==> src/rtl/ps2_host_tx.sv <==
// ---------------------------------------------------------------------------
// ps2_host_tx
//
// Host-to-device PS/2 transmitter. Sends one command byte (for example 0xED
// set-LEDs or 0xFF reset) to the attached keyboard and reports whether the
// device acknowledged it. Both PS/2 lines are driven open-drain through *_oe
// enables; the top level builds the actual tristate buffers.
//
// Frame sequence: inhibit (clock held low), request-to-send (data low, clock
// released), then the device clocks out start, d0..d7, parity (odd), stop and
// finally drives its own acknowledge bit. A timeout watchdog covers the whole
// device-clocked part of the frame.
//
// Ports
//   clk          in   system clock
//   resetn       in   synchronous active-low reset
//   tx_data      in   [7:0] command byte, sampled on acceptance
//   tx_valid     in   request; byte accepted when tx_valid && tx_ready
//   tx_ready     out  high only while idle
//   busy         out  high in every state except idle
//   ps2_clk      in   PS/2 clock line level (asynchronous)
//   ps2_data     in   PS/2 data line level (asynchronous)
//   ps2_clk_oe   out  1 = pull PS/2 clock low, 0 = release
//   ps2_data_oe  out  1 = pull PS/2 data low, 0 = release
//   done         out  one-cycle pulse at the end of every accepted frame
//   ack_ok       out  valid with done: device drove the ack bit low
//   err          out  valid with done: the frame timed out
// ---------------------------------------------------------------------------
module ps2_host_tx #(
    parameter int INHIBIT_CYCLES = 5000,   // clk cycles the clock is held low
    parameter int TIMEOUT_CYCLES = 750000  // clk cycles from SEND entry to abort
) (
    input  logic       clk,
    input  logic       resetn,
    input  logic [7:0] tx_data,
    input  logic       tx_valid,
    output logic       tx_ready,
    output logic       busy,
    input  logic       ps2_clk,
    input  logic       ps2_data,
    output logic       ps2_clk_oe,
    output logic       ps2_data_oe,
    output logic       done,
    output logic       ack_ok,
    output logic       err
);

    localparam int IW = (INHIBIT_CYCLES > 1) ? $clog2(INHIBIT_CYCLES) : 1;
    localparam int TW = (TIMEOUT_CYCLES > 1) ? $clog2(TIMEOUT_CYCLES) : 1;
    localparam logic [IW-1:0] INH_LAST = IW'(INHIBIT_CYCLES - 1);
    localparam logic [TW-1:0] TO_LAST  = TW'(TIMEOUT_CYCLES - 1);

    typedef enum logic [2:0] {
        S_IDLE,
        S_INHIBIT,
        S_REQ,
        S_SEND,
        S_WAIT_REL,
        S_DONE
    } state_t;

    state_t state, state_nxt;

    // Line synchronizers plus one history stage for edge detection.
    logic clk_s1, clk_s2, clk_prev;
    logic data_s1, data_s2;

    logic [8:0]    frame;     // {parity, d7..d0}
    logic [3:0]    bit_cnt;   // device falling edges seen in SEND
    logic [IW-1:0] inh_cnt;
    logic [TW-1:0] to_cnt;
    logic          armed;     // clock line seen high since SEND entry
    logic          ack_pend;  // ack level captured on the 11th falling edge

    logic fe, fe_q, last_fe, inh_end, to_hit, cur_bit, enter_done;

    assign fe      = clk_prev & ~clk_s2;
    // The falling edge caused by our own inhibit can still be in the
    // synchronizer when SEND starts; only count edges once the released line
    // has been seen high.
    assign fe_q    = fe & armed;
    assign last_fe = fe_q && (bit_cnt == 4'd10);
    assign inh_end = (inh_cnt == INH_LAST);
    assign to_hit  = (to_cnt == TO_LAST);

    // Bit currently presented: start(0), d0..d7, parity, then stop(1).
    always_comb begin
        cur_bit = 1'b1;
        if (bit_cnt == 4'd0)
            cur_bit = 1'b0;
        else if (bit_cnt <= 4'd9)
            cur_bit = frame[bit_cnt - 4'd1];
    end

    // NOTE: every output and next-state value gets a default before the case
    // so no path leaves a variable unassigned (which would infer a latch).
    always_comb begin
        state_nxt   = state;
        tx_ready    = 1'b0;
        busy        = 1'b1;
        ps2_clk_oe  = 1'b0;
        ps2_data_oe = 1'b0;
        done        = 1'b0;
        case (state)
            S_IDLE: begin
                tx_ready = 1'b1;
                busy     = 1'b0;
                if (tx_valid)
                    state_nxt = S_INHIBIT;
            end
            S_INHIBIT: begin
                ps2_clk_oe = 1'b1;
                if (inh_end)
                    state_nxt = S_REQ;
            end
            S_REQ: begin
                ps2_clk_oe  = 1'b1;
                ps2_data_oe = 1'b1;
                state_nxt   = S_SEND;
            end
            S_SEND: begin
                ps2_data_oe = ~cur_bit;
                // Timeout has priority over a coincident 11th edge.
                if (to_hit)
                    state_nxt = S_DONE;
                else if (last_fe)
                    state_nxt = S_WAIT_REL;
            end
            S_WAIT_REL: begin
                if (to_hit || (clk_s2 && data_s2))
                    state_nxt = S_DONE;
            end
            S_DONE: begin
                done      = 1'b1;
                state_nxt = S_IDLE;
            end
            default: state_nxt = S_IDLE;
        endcase
    end

    assign enter_done = (state_nxt == S_DONE) && (state != S_DONE);

    // NOTE: sequential state uses non-blocking assignments so every register
    // samples values from before the edge, independent of statement order.
    always_ff @(posedge clk) begin
        if (!resetn)
            state <= S_IDLE;
        else
            state <= state_nxt;
    end

    always_ff @(posedge clk) begin
        if (!resetn) begin
            clk_s1   <= 1'b1;
            clk_s2   <= 1'b1;
            clk_prev <= 1'b1;
            data_s1  <= 1'b1;
            data_s2  <= 1'b1;
            frame    <= '0;
            bit_cnt  <= '0;
            inh_cnt  <= '0;
            to_cnt   <= '0;
            armed    <= 1'b0;
            ack_pend <= 1'b0;
            ack_ok   <= 1'b0;
            err      <= 1'b0;
        end else begin
            clk_s1   <= ps2_clk;
            clk_s2   <= clk_s1;
            clk_prev <= clk_s2;
            data_s1  <= ps2_data;
            data_s2  <= data_s1;

            case (state)
                S_IDLE: begin
                    inh_cnt <= '0;
                    if (tx_valid) begin
                        frame  <= {~^tx_data, tx_data};
                        ack_ok <= 1'b0;
                        err    <= 1'b0;
                    end
                end
                S_INHIBIT: inh_cnt <= inh_cnt + 1'b1;
                S_REQ: begin
                    bit_cnt  <= '0;
                    to_cnt   <= '0;
                    armed    <= 1'b0;
                    ack_pend <= 1'b0;
                end
                S_SEND: begin
                    to_cnt <= to_cnt + 1'b1;
                    if (clk_s2)
                        armed <= 1'b1;
                    if (fe_q)
                        bit_cnt <= bit_cnt + 4'd1;
                    if (last_fe)
                        ack_pend <= ~data_s2;
                end
                S_WAIT_REL: to_cnt <= to_cnt + 1'b1;
                default: ;
            endcase

            // Result flags only move on the way into DONE.
            if (enter_done) begin
                err    <= to_hit;
                ack_ok <= ~to_hit & ack_pend;
            end
        end
    end

endmodule
==> config.mk <==
export PLATFORM = sky130hd
export DESIGN_NAME = ps2_host_tx
export DESIGN_NICKNAME = d
export VERILOG_FILES = /design/src/rtl/ps2_host_tx.sv
export SDC_FILE = /design/constraint.sdc
export NUM_CORES = 1
export LEC_CHECK = 0
export CAP_MARGIN = 10
export CORE_ASPECT_RATIO = 1.5
export CORE_MARGIN = 8
export CORE_UTILIZATION = 50
export DETAILED_ROUTE_END_ITERATION = 8
export MAX_ROUTING_LAYER = met4
export PLACE_DENSITY = 0.69
export SETUP_SLACK_MARGIN = 0.05
export SYNTH_ARGS = -nofsm -noshare
export SYNTH_HDL_FRONTEND = slang
export SYNTH_SLANG_ARGS = --single-unit
==> constraint.sdc <==
create_clock -name clk -period 3.2 [get_ports clk]
set_input_delay 0.48 -clock clk [delete_from_list [all_inputs] [get_ports clk]]
set_output_delay 0.48 -clock clk [all_outputs]
set_load 0.01 [all_outputs]
=== Word level (Yosys, flattened, before mapping) ===
Cells that the tools add are included.

* Add/subtract/negate cells: 4
* Magnitude comparators: 2
* Eq/ne operators: 13
* Multiplexer cells: 27
* Bitwise operators: 7
* Reduce and logical (&&, ||, !) cells: 19

{| class="wikitable"
|+ Operators by type and width
! kind !! number
|-
| $pmux 20 s2 || 1
|-
| $pmux 13 s2 || 1
|-
| $add 20x1->20 const B || 1
|-
| $eq 20x20->1 const B || 1
|-
| $mux 3 || 5
|-
| $pmux 3 s5 || 1
|-
| $add 13x1->13 const B || 1
|-
| $eq 13x13->1 const B || 1
|-
| $mux 1 || 13
|-
| $reduce_and 2->1 || 5
|-
| $reduce_bool 2->1 || 5
|-
| $eq 3x3->1 const B || 3
|-
| $pmux 4 s2 || 1
|-
| $reduce_xnor 8->1 || 1
|-
| $eq 3x2->1 const B || 2
|-
| $ne 2x2->1 const B || 3
|-
| $pmux 1 s2 || 3
|-
| $lt 4x5->1 const B || 1
|-
| $add 4x1->4 const B || 1
|-
| $bmux 1 s4 || 1
|-
| $eq 4x4->1 const B || 1
|-
| $le 4x4->1 const B || 1
|-
| $logic_not 4->1 || 1
|-
| $mux 4 || 1
|-
| 9 further kinds || 17
|}

* Flip-flop bits (word level): 58
* Input port bits: 13
* Output and inout bits: 7
* Word-level logic and storage cells: 86

=== Logic depth before layout (Yosys ltp) ===
Gate-level depths: netlist (run 1).

* Word-level depth: 11
* Gate-level depth with buffers: 8
* Depth with buffers taken out: 7

=== Least setup slack after synthesis (run 1) ===
No wires, ideal clock.

* Path type: reg2out
* Start: register bit_cnt[0]
* End: output port ps2_data_oe
* Arrival time: 1,984 ps
* Required time: 2,720 ps
* Setup slack: 736 ps
* Cell stages (with the launch flop): 8
* Path buffers: 1
* Path through: dfxtp_1 buf_6 inv_1 ha_1 mux4_2 mux2_4 a221o_1 a31oi_1

* Word-level cells in the longest chain between the ends: 7
* Elaborated cells on any way between the ends: 9
* Classes of those cells: add/sub (1); order compare (1); mux (5); bitwise (1); reduce/logical (1)

{| class="wikitable"
|+ Ends and longest elaborated chain
! item !! RTL line !! text
|-
| start: declaration || 69 || <nowiki>logic [3:0] bit_cnt;</nowiki>
|-
| start signal: assignment || 195 || <nowiki>bit_cnt <= bit_cnt + 4'd1;</nowiki>
|-
| $sub 4x1->4 || 92 || <nowiki>cur_bit = frame[bit_cnt - 4'd1];</nowiki>
|-
| $bmux 1 s4 || 92 ||
|-
| $mux 1 (implied by the code) || 92 ||
|-
| $mux 1 || 91 || <nowiki>else if (bit_cnt <= 4'd9)</nowiki>
|-
| $mux 1 (*) || 89 || <nowiki>if (bit_cnt == 4'd0)</nowiki>
|-
| $not 1->1 (*) || 122 || <nowiki>ps2_data_oe = ~cur_bit;</nowiki>
|-
| $pmux 1 s2 (*) || 104 || <nowiki>case (state)</nowiki>
|-
| end: declaration || 42 || <nowiki>output logic ps2_data_oe,</nowiki>
|}

Every way passes the cells marked *; elsewhere a longest branch is shown, timed or not. The select of a mux whose other input is x is not followed.

=== Worst setup path in the final report (run 1) ===
* Start: register bit_cnt[1]
* End: output port ps2_data_oe

Same word-level chain as after synthesis.

==> reports/metrics.yaml, run 1 <==
synthTopCellsByArea: "sky130_fd_sc_hd__dfxtp_1 38%, sky130_fd_sc_hd__nand2_1 6.9%, sky130_fd_sc_hd__o21ai_0 4.3%"
gr-usage-met2: 0.2795
groute.layer.met1.usage: 0.1626
cts.root.buffer_cell: "sky130_fd_sc_hd__clkbuf_8"
most_frequently_used_cell_type_in_the_post_synthesis_netlist: "sky130_fd_sc_hd__dfxtp_1"
clk-insertion-delay-late_ps: 330
finClkSkew_ps: 7.957
run_status: "completed"
synth_flop_cell: "sky130_fd_sc_hd__dfxtp_1"
number_of_instances_in_the_synthesized_netlist: 374
post_drt_via_cell_ratio: 5.629
period_minus_slack_ps: 2966
worst_ir_drop_vdd_mv: 0.2798
fp.dieH_um: 111.8
grt_start_max_net_pins: 56
synth_largest_area_cell: "sky130_fd_sc_hd__dfxtp_1"
global_route.peak_usage_layer: "met2"
synth-async-reset-ratio: 0
routed_wire_length_per_instance_um: 13.81
layout.area.seq_mm2: 0.001162
timing.critical_path.cells: "inv_1 -> ha_1 -> mux4_2 -> mux2_4 -> a221o_1 -> a31oi_1 -> dlygate4sd2_1"
critical_path.startpoint_type: "flip-flop"
count_of_flip_flops_with_a_built_in_enable_after_synthesis: 0
max_clock_freq_mhz: 337.2
drt-initial-drc-count: 158
cp_data_required_time_ps: 2720
max_stage_delay_ps: 370
critical_path_arrival_ps: 2490
grt.overflow.total: 0
gp_routability_congestion: 0.8168
drt_first_pass_iters: 4
tritoncts_num_sinks: 58
instances_no_fill: 472
fin_setup_tns_ps: 0
placement_rows: 35
numPortBuffers: 19
final-hold-violation-count: 0
die_x_um: 79.84
setup-violations-final: 0
power_density_mw_per_mm2: 437.4
setup.worst_path.end_class: "output pin"
commonest_cells_in_the_synthesized_netlist: "58 x sky130_fd_sc_hd__dfxtp_1, 56 x sky130_fd_sc_hd__nand2_1, 26 x sky130_fd_sc_hd__o21ai_0, 21 x sky130_fd_sc_hd__nor2_1, 16 x sky130_fd_sc_hd__nand3_1"
multiInputGateArea_mm2: 0.001803
synth_nets: 393
antenna_found_initial: 0
final-max-slew-violation-count: 0
grt_pass1_wl_um: 11410
dr_total_vias: 2657
boundaryPins: 20
final.fill_count: 578
min-delay-path-class: "flip-flop to flip-flop"
core_mm2: 0.006043
tritoncts: "built"
yosysTopAreaCellShare: 0.3799
cts.path.max_buffers: 2
crit_path_top_delay_cell: "sky130_fd_sc_hd__dfxtp_2"
mappedNetlistArea_mm2: 0.003057
htreeDepth: 3
route.antenna.remaining_nets: 0
grt_util_met3: 0.03629
maxCapViolations: 0
cts-buffers-inserted: 9
dpl.cell_count: 457
max_slew_margin: 0.4215
final_min_period_over_clock_period: 0.9268
syn-mean-instance-area_um2: 8.173
synth.distinct_cells: 52
yosysSeqAreaShare: 0.3799
synth-seq-cells: 58
power.total_uw: 1538
worstMarginPinSlew_ps: 867.7
grt_usage: 0.1618
layout-drive-gt1-share: 0.07789
number_of_global_route_vias_before_repair: 2645
clkTransAtPathRegs_ps: 60
flow.area_growth_from_synthesis_pct: 15.06
totalWireLength_um: 6520
antenna_cells: 0
yosysWarnings: 0
finalNetCount: 413
detailedPlacementHpwl_um: 4603
floorplan.die_area_mm2: 0.008923
power.leakage_uw: 0.001352
initial_core_util: 0.5058
worstPathMaxFanout: 6
remaining_drc_errors: 0
grt_setup_unrepaired: "false"
worstSetupPathType: "flip-flop to output pin"
final cells by class:
type | count | share of cell area
inverters | 5 | 0.005336
repair buffers | 26 | 0.06724
clock buffers | 13 | 0.04803
well taps | 74 | 0.02633
multi-input cells | 294 | 0.5126
clock inverters | 2 | 0.009961
flip-flops and latches | 58 | 0.3305
critical path, delay by kind of cell, from the launching register on:
family,cells,cell delay [ps]
AO/OA/AOI/OAI,2,460
multiplexers,2,640
adder cells (fa/ha/maj),1,340
buffers and inverters,2,350
flip-flops,1,370
state kept, by name, indices dropped and copies added, names as in the netlist:
name      cells
to_cnt       20
inh_cnt      13
frame         9
bit_cnt       4
state         3
ack_ok        1
ack_pend      1
armed         1
clk_prev      1
clk_s1        1
clk_s2        1
data_s1       1
data_s2       1
err           1
stage by stage:
step                area, um^2  worst slack [ps]  hold WS (ps)  utilization
global route              3517             95.35         431.5       0.5820
finish                    3517             234.2         409.0       0.5820
detailed placement        3313             231.6         396.4       0.5482
floorplan                 3057             736.3         386.3            -
global placement          3313             286.2         397.3       0.5482
CTS                       3517             215.5         411.4       0.5820
cell families after synthesis:
family / count (synthesis) / synth area share
mux: 10 / 0.04257
fa+ha+maj: 6 / 0.02456
xor+xnor: 9 / 0.02579
flops: 58 / 0.3799
buf+inv: 22 / 0.03029
compound gates: 83 / 0.1781
simple gates: 186 / 0.3189
layout by cell type, fill, tap and decap left out, types with 8 or more instances in the layout:
cell type                         instances
sky130_fd_sc_hd__and3_1                  13
sky130_fd_sc_hd__nand2_1                 56
sky130_fd_sc_hd__nand2b_1                14
sky130_fd_sc_hd__xnor2_1                  8
sky130_fd_sc_hd__o21ai_0                 26
sky130_fd_sc_hd__nor2_1                  21
sky130_fd_sc_hd__dfxtp_1                 57
sky130_fd_sc_hd__a21boi_0                12
sky130_fd_sc_hd__nand4_1                 13
sky130_fd_sc_hd__clkdlybuf4s50_1         17
sky130_fd_sc_hd__clkbuf_8                12
sky130_fd_sc_hd__a21oi_1                 11
sky130_fd_sc_hd__nor2b_1                 13
sky130_fd_sc_hd__nand3_1                 16
sky130_fd_sc_hd__nor3_1                   9
sky130_fd_sc_hd__and2_1                  13
where the power goes:
part	switching, uW	total (uW)	internal [uW]
registers	8.20	742	734
clock network	276	694	418
logic	51.5	102	50.4
worst paths after layout:
check | cells after the start | start | slack [ps] | endpoint
max | 7 | bit_cnt[1] | 230 | ps2_data_oe
min | 1 | clk_s1 | 410 | clk_s2
max reg2reg | 7 | state[1] | 910 | to_cnt[19]
min reg2reg | 1 | clk_s1 | 410 | clk_s2
per-layer routing:
| metal | vias to the layer above | share of wire |
|---|---|---|
| li1 | 1372 | - |
| met1 | 1250 | 0.44 |
| met2 | 23 | 0.52 |
| met3 | 12 | 0.024 |
| met4 | 0 | 0.021 |
| met5 | - | 0 |
timing repair:
action | 4_1_cts | 5_1_grt
gates resized for setup | 2 | 0
hold buffers | 0 | 0
setup endpoints to repair | 1 | 0
buffers inserted | 0 | 0
Note: power is estimated with default switching activity, not from simulation.
==> run 2: changes to the inputs <==
Settings changed: RECOVER_POWER set to 50.
==> run 2 against run 1 <==
Against the previous run:
- the flow now finishes with violations (capacitance limit, slew limit)
- combinational power barely moved
- global-route usage is the same
- critical path type unchanged
- utilization about the same
- sequential share of layout area is essentially flat
- critical endpoint unchanged
- clock skew hardly changed
- largest power group unchanged
- register-to-register slack lost 20 ps
- wire length about the same
- die area did not move
==> reports/metrics.yaml, run 2 (synthesis results as in run 1) <==
run_status: "finished, violations left"
failing_checks: "capacitance limit, slew limit"
most-common-layout-cells: "57 x sky130_fd_sc_hd__dfxtp_1, 56 x sky130_fd_sc_hd__nand2_1, 26 x sky130_fd_sc_hd__o21ai_0"
die_x_um: 79.84  # unchanged
grt_start_max_net_pins: 56  # unchanged
min-delay-path-class: "flip-flop to flip-flop"
gp_routability_congestion: 0.8168  # unchanged
maxCapViolations: 1  # +1
max_reg_flops: 20  # unchanged
top_regs: "to_cnt (20), inh_cnt (13), frame (9)"
power_density_mw_per_mm2: 438.0  # +0.14%
grt_setup_unrepaired: "false"
initial_core_util: 0.5058  # unchanged
cp.buffers_inverters: 2  # unchanged
finalNetCount: 413  # unchanged
critical_path.startpoint_type: "flip-flop"
antenna_found_initial: 0  # unchanged
max_flop_register: "to_cnt"
tritoncts: "built"
dpl.cell_count: 457  # unchanged
worst-path-stages: 7  # unchanged
post_drt_via_cell_ratio: 5.625  # about the same
final-hold-violation-count: 0  # unchanged
worst-r2r-cell-count: 7  # unchanged
grt_pass1_wl_um: 11410  # unchanged
power.total_uw: 1540  # +0.11%
max_clock_freq_mhz: 338.0  # +0.25%
antenna_cells: 0  # unchanged
final_min_period_over_clock_period: 0.9245  # -0.002281
drt-initial-drc-count: 159  # +0.63%
floorplan.die_area_mm2: 0.008923  # unchanged
flow.area_growth_from_synthesis_pct: 15.02  # about the same
instances_no_fill: 472  # unchanged
core_mm2: 0.006043  # unchanged
critical-path-top-delay-family: "multiplexers"
drt_first_pass_iters: 4  # unchanged
htreeDepth: 3  # unchanged
r2r_setup_slack_ps: 890  # -20 ps
dr_total_vias: 2655  # -0.075%
setup.worst_path.end_class: "output pin"
numPortBuffers: 19  # unchanged
fp.dieH_um: 111.8  # unchanged
grt_usage: 0.1618  # unchanged
critical_path_arrival_ps: 2480  # about the same
power.leakage_uw: 0.001355  # +0.19%
whs_path_depth: 1  # unchanged
post_cts_hold_buffer_count: 0  # unchanged
routed_wire_length_per_instance_um: 13.82  # about the same
clk-insertion-delay-late_ps: 330  # about the same
max_stage_delay_ps: 370  # about the same
worstSetupPathType: "flip-flop to output pin"
layout.area.seq_mm2: 0.001162  # unchanged
max_slew_margin: -0.3990  # -0.8206
tritoncts_num_sinks: 58  # unchanged
grt.overflow.total: 0  # unchanged
cp_data_required_time_ps: 2720  # about the same
boundaryPins: 20  # unchanged
number_of_global_route_vias_before_repair: 2645  # unchanged
cts-buffers-inserted: 9  # unchanged
worstMarginPinSlew_ps: 2099  # +1231 ps
layout-drive-gt1-share: 0.07538  # -0.002513
final_core_util: 0.5818  # about the same
route.antenna.remaining_nets: 0  # unchanged
timing.critical_path.cells: "inv_1 -> ha_1 -> mux4_2 -> mux2_4 -> a221o_1 -> a31oi_1 -> dlygate4sd2_1"
fin_setup_tns_ps: 0  # unchanged
clkTransAtPathRegs_ps: 60  # about the same
worstPathMaxFanout: 6  # unchanged
hold_slack_ps: 408.7  # -0.2620 ps
cts.path.max_buffers: 2  # unchanged
remaining_drc_errors: 0  # unchanged
finClkSkew_ps: 7.953  # -0.003610 ps
detailedPlacementHpwl_um: 4603  # unchanged
final.fill_count: 578  # unchanged
placement_rows: 35  # unchanged
worst_ir_drop_vdd_mv: 0.2809  # +0.38%
leading_cell_type_in_the_layout_fill_and_taps_excluded: "sky130_fd_sc_hd__dfxtp_1"
period_minus_slack_ps: 2959  # -7.300 ps
setup-violations-final: 0  # unchanged
cts.root.buffer_cell: "sky130_fd_sc_hd__clkbuf_8"
crit_path_top_delay_cell: "sky130_fd_sc_hd__dfxtp_2"
multiInputGateArea_mm2: 0.001803  # unchanged
totalWireLength_um: 6523  # about the same
final-max-slew-violation-count: 56  # +56
run 2: cell count changes in the layout (fill, tap and decap cells not counted):
cell | before | now
sky130_fd_sc_hd__and2_0 | 0 | 2
sky130_fd_sc_hd__and2_1 | 13 | 11
sky130_fd_sc_hd__clkdlybuf4s50_1 | 17 | 15
sky130_fd_sc_hd__dlygate4sd3_1 | 0 | 2
sky130_fd_sc_hd__buf_2 | 1 | 0
sky130_fd_sc_hd__clkbuf_1 | 1 | 2
run 2: layout make-up:
class,instances,share of cell area
clock buffers,13,0.04804
clock inverters,2,0.009964
inverters,5,0.005338
multi-input cells,294,0.5128
flip-flops and latches,58,0.3306
well taps,74,0.02633
repair buffers,26,0.06690
run 2: worst reg2reg max path, stage by stage, from the launching register on:
cell,delay [ps]
sky130_fd_sc_hd__dfxtp_1,730
sky130_fd_sc_hd__and3b_1,380
sky130_fd_sc_hd__o211ai_1,110
sky130_fd_sc_hd__buf_4,170
sky130_fd_sc_hd__nor2_1,260
sky130_fd_sc_hd__nand4_1,180
sky130_fd_sc_hd__and3_1,200
sky130_fd_sc_hd__o21a_1,170
run 2: repair_timing:
| action | in CTS | in global routing |
|---|---|---|
| setup buffers | 0 | 0 |
| resized for setup | 2 | 0 |
| setup endpoints to repair | 1 | 0 |
run 2: metal layers:
metal	GRT usage	part of all wire	up-vias
li1	-	-	1369
met1	0.1626	0.44	1259
met2	0.2795	0.52	17
met3	0.03629	0.022	10
met4	0.08659	0.019	0
met5	-	0	-
run 2: worst paths after layout:
check,start,to
setup / recovery,bit_cnt[1],ps2_data_oe
hold / removal,clk_s1,clk_s2
setup reg to reg,state[1],to_cnt[19]
hold reg to reg,clk_s1,clk_s2
run 2: through the flow:
| stage | cell area, um^2 | worst slack (ps) |
|---|---|---|
| finish | 3516 | 241.5 |
| global route | 3516 | 95.35 |
| CTS | 3517 | 215.5 |
| detailed placement | 3313 | 231.6 |
| global placement | 3313 | 286.2 |
| floorplan | 3057 | 736.3 |
run 2: power breakdown:
group / switching (uW) / internal [uW] / leakage, uW
logic: 51.5 / 50.9 / 0.000779
clock network: 277 / 418 / 0.000106
registers: 8.16 / 734 / 0.000470
total: 337 / 1200 / 0.00135
